[config.mk]
export PLATFORM = sky130hd
export DESIGN_NAME = interrupt_control
export DESIGN_NICKNAME = d
export VERILOG_FILES = /design/src/rtl/interrupt_control.sv
export SDC_FILE = /design/constraint.sdc
export NUM_CORES = 1
export LEC_CHECK = 0
export CAP_MARGIN = 20
export CORE_MARGIN = 2
export CORE_UTILIZATION = 44
export DETAILED_ROUTE_END_ITERATION = 8
export PLACE_DENSITY_LB_ADDON = 0.12
export SYNTH_ARGS = -nofsm -noshare
export SYNTH_HDL_FRONTEND = slang
export SYNTH_SLANG_ARGS = --single-unit
[constraint.sdc]
create_clock -name clk -period 2.45 [get_ports clk]
set_input_delay 0.245 -clock clk [delete_from_list [all_inputs] [get_ports clk]]
set_output_delay 0.245 -clock clk [all_outputs]
set_load 0.1 [all_outputs]
[src/rtl/interrupt_control.sv]
// PDP-8/e interrupt system: ION/IOF/SKON/SRQ/CAF decode, delayed enable FSM,
// KM8E inhibit flag and synchronised device request OR.
module interrupt_control #(
   parameter int N_DEV   = 8,
   parameter int SYNC_FF = 2
) (
   input  logic             clk,
   input  logic             reset,
   input  logic [0:11]      instruction,
   input  logic             iot_strobe,
   input  logic             instr_done,
   input  logic             jmp_exec,
   input  logic             ac_link_in,
   input  logic             int_in_prog,
   input  logic [N_DEV-1:0] irq,
   output logic             int_ena,
   output logic             int_inh,
   output logic             int_req,
   output logic             skip,
   output logic             caf
);

   typedef enum logic [1:0] {
      ST_OFF = 2'd0,
      ST_ARM = 2'd1,
      ST_DLY = 2'd2,
      ST_ON  = 2'd3
   } ena_state_t;

   ena_state_t             state;
   logic [SYNC_FF-1:0][N_DEV-1:0] sync_q;

   // Instruction decode; bit 0 of the IR is the MSB, so octal digits read left to right.
   logic       is_int_iot;
   logic       is_km8e_iot;
   logic [2:0] op;
   logic       skon_dec, ion_dec, iof_dec, srq_dec, rtf_dec, caf_dec, cif_dec;

   always_comb begin
      is_int_iot  = (instruction[0:8] == 9'o600);
      is_km8e_iot = (instruction[0:5] == 6'o62);
      op          = instruction[9:11];
      skon_dec    = iot_strobe && is_int_iot && (op == 3'o0);
      ion_dec     = iot_strobe && is_int_iot && (op == 3'o1);
      iof_dec     = iot_strobe && is_int_iot && (op == 3'o2);
      srq_dec     = iot_strobe && is_int_iot && (op == 3'o3);
      rtf_dec     = iot_strobe && is_int_iot && (op == 3'o5);
      caf_dec     = iot_strobe && is_int_iot && (op == 3'o7);
      cif_dec     = iot_strobe && is_km8e_iot && instruction[10];
   end

   // Enable FSM; int_ena is registered alongside the state so it is high only in ON.
   // NOTE: all state here uses non-blocking assignments so every flop samples pre-edge values.
   always_ff @(posedge clk or negedge reset) begin
      if (!reset) begin
         state   <= ST_OFF;
         int_ena <= 1'b0;
      end else if (int_in_prog || caf_dec || iof_dec || skon_dec) begin
         state   <= ST_OFF;
         int_ena <= 1'b0;
      end else if (rtf_dec && !ac_link_in) begin
         state   <= ST_OFF;
         int_ena <= 1'b0;
      end else if ((ion_dec || rtf_dec) && (state == ST_OFF || state == ST_ON)) begin
         state   <= ST_ARM;
         int_ena <= 1'b0;
      end else if (instr_done) begin
         case (state)
            ST_ARM: begin
               state   <= ST_DLY;
               int_ena <= 1'b0;
            end
            ST_DLY: begin
               state   <= ST_ON;
               int_ena <= 1'b1;
            end
            default: ;
         endcase
      end
   end

   // Skip and CAF are one-cycle pulses in the cycle after the strobe.
   always_ff @(posedge clk or negedge reset) begin
      if (!reset) begin
         skip <= 1'b0;
         caf  <= 1'b0;
      end else begin
         skip <= (skon_dec && int_ena) || (srq_dec && int_req);
         caf  <= caf_dec;
      end
   end

   // Set wins over clear when CIF/CDIF and JMP/CAF land together.
   always_ff @(posedge clk or negedge reset) begin
      if (!reset) begin
         int_inh <= 1'b0;
      end else if (cif_dec) begin
         int_inh <= 1'b1;
      end else if (jmp_exec || caf_dec) begin
         int_inh <= 1'b0;
      end
   end

   // Each request line is synchronised separately before the OR so glitches cannot merge.
   // NOTE: the synchroniser array is reset so int_req is a clean 0 straight out of reset.
   always_ff @(posedge clk or negedge reset) begin
      if (!reset) begin
         sync_q <= '0;
      end else begin
         sync_q <= {sync_q[SYNC_FF-2:0], irq};
      end
   end

   assign int_req = |sync_q[SYNC_FF-1];

endmodule

==> qor.yml <==
floorplan:
  dieArea_mm2: 0.00219
  initial_utilization_pct: 46.6
  std_cell_rows: 15
  core_area_mm2: 0.00173
  ioPinCount: 32
  die_width_um: 46.8
  die_h_um: 46.8
cells_and_area:
  antenna_cells: 0
  areaGrowthSynthToFinish_pct: 44.8
  drive_gt1_share_pct: 14.3
  final_cells: 116
  layout.nets: 121
  final_util_pct: 67.5
worst_setup_path:
  end_kind: "flop"
  r2r_slack_ns: 0.99
  cp.arrival_ns: 1.86
  crit_path_max_fanout: 5
  reg2reg_to: "state[1]"
  reg2reg_depth: 6
  rr_startpoint: "state[0]"
  start_kind: "input port"
  crit_type: "in -> reg"
  critPathRequiredTime_ns: 2.66
global_routing:
  grt_max_degree: 23
  grt_util_met1_pct: 17.0
  grt_pass1_vias: 517
  gr-total-overflow: 0
  grt_pass1_wl_um: 2040
  grt_use_met3_pct: 5.77
  grt_antenna_before_repair: 0
  use_met2_pct: 20.8
  grt-busiest-layer: "met2"
  track_usage_pct: 13.7
yosys:
  netlist_top_cells_count: "dfrtp_1, nand2_1, nand3_1"
  ys_types: 25
  synth_edf_count: 0
  synth_top_cell_by_area: "dfrtp_1"
  synth.avg_cell_area_um2: 14.1
  synth_top_flop_cell: "dfrtp_1"
  synth_seq_area_share_pct: 68.4
  syn_nets: 86
  yosysMostFrequentCell: "dfrtp_1"
  ys_ff_latch: 22
  yosys_warnings: 0
  syn_area_um2: 805
  synth_top_area_share_pct: 68.4
  synth_cells: 57
  synthArstFlopShare_pct: 100
  synth_area_leaders: "dfrtp_1, ha_1, nor4_4"
pwr:
  cellPowerDensity_mw_per_mm2: 545
  p_leak_nw: 0.486
  power_mw: 0.635
  irDropWorstVdd_uv: 433
hold_path:
  hold_start: "sync_q[7]"
  hold_class: "reg -> reg"
  holdPathEnd: "sync_q[15]"
  hold_depth: 0
sta:
  max_freq_mhz: 604
  maxSlewHeadroom_pct: 41.2
  rsz0062_at_grt: "false"
  setup_slack_ns: 0.795
  finalSetupViolCount: 0
  final_hold_viol_count: 0
  period_needed_ns: 1.66
  skew_ns: 0.00147
  tns_ns: 0
  drv_slew: 0
  tightest_slew_ns: 0.879
  period_share_pct: 67.6
route:
  wl_um: 1300
  wl_per_cell_um: 11.2
  drt-pass1-iter-count: 4
  drc: 0
  routed_via_density: 4.79
  ant_nets: 0
  drt_iter0_markers: 5
  dr_total_vias: 556
clock_tree:
  clk_path_buf_depth: 2
  clk_pin_slew_ns: 0.11
  cts_buffers: 3
  cts.hold.buffers_added: 0
  clk_latency_ns: 0.30
  clock-sinks: 22
  post_cts_resized: 0
  htree_levels: 1
  cts_tree: "built"
  cts-root-buf: "clkbuf_4"
  cts_setup_buffers: 0
placed_design:
  place_inst: 112
  dp_slack_ns: 0.466
  port_buffers: 31
  dpl.hpwl_um: 1060
  gp_congestion: 0.826
flow_run:
  max-cap-violations: 0
outcome:
  status: "finished, final reports clean"
-- metrics by stage --
| step | area [µm²] | hold WS (ns) |
|---|---|---|
| CTS | 1160 | 0.355 |
| floorplan | 805 | -0.0506 |
| global placement | 1130 | 0.332 |
| global route | 1160 | 0.341 |
| finish | 1160 | 0.358 |
| detailed placement | 1130 | 0.336 |
-- power by group --
part	switching, mW	internal (mW)
Clock	0.0984	0.0907
Combinational	0.0239	0.0420
Sequential	0.00346	0.376
Total	0.126	0.509
-- routing by layer --
layer	routed length (µm)	vias to the layer above	share of wire (%)
li1	-	273	-
met1	539	262	41
met2	690	19	53
met3	61	2	4.7
met4	8	0	0.62
met5	0	-	0
-- cell families after synthesis --
kind of cell    Yosys count  share of synthesized area [%]
flops                    22                           68.4
simple gates             19                           17.4
compound gates           10                           8.24
buf+inv                   3                           1.55
fa+ha+maj                 2                           3.11
mux                       1                           1.24
-- registers in the layout (all words and copies together), names as in the netlist --
signal and cells:
caf 1, int_inh 1, skip 1, state 2, int_ena 1, sync_q 16
-- critical path, stage by stage --
cell,delay [ns]
clkdlybuf4s50_1,0.43
or4_4,0.54
nor4_4,0.25
nand3_1,0.13
a221oi_1,0.27
-- layout by cell type, fill, tap and decap left out --
cell / instances
a211oi_1: 1
a21oi_1: 1
a221oi_1: 2
a22oi_1: 2
a31oi_1: 1
and3_1: 1
buf_4: 5
clkbuf_4: 3
clkbuf_8: 1
clkdlybuf4s50_1: 26
dfrtp_1: 22
ha_1: 2
inv_1: 2
mux2i_1: 1
nand2_1: 3
nand2b_1: 2
nand3_1: 3
nand4b_2: 1
nor2_1: 1
nor2b_1: 1
nor3_1: 1
nor3b_1: 1
nor3b_2: 1
nor4_1: 2
nor4_4: 1
o21ai_0: 2
o21ai_1: 1
or4_4: 1
-- area by class of cell --
type / count / area [µm²]
well taps: 25 / 31.3
clock buffers: 4 / 36.3
fillers: 137 / 562
inverters: 2 / 7.51
repair buffers: 31 / 298
flip-flops and latches: 22 / 551
multi-input cells: 32 / 241
-- worst max path at each step --
stage	from	endpoint	slack, ns	cells past startpoint
finish	instruction[4]	state[0]	0.79	5
CTS	sync_q[13]	int_req	0.79	3
global route	sync_q[13]	int_req	0.68	3
floorplan	sync_q[9]	skip	0.68	4
global placement	instruction[4]	state[0]	0.55	5
detailed placement	instruction[4]	state[0]	0.47	5
Note: power is estimated with default switching activity, not from simulation.
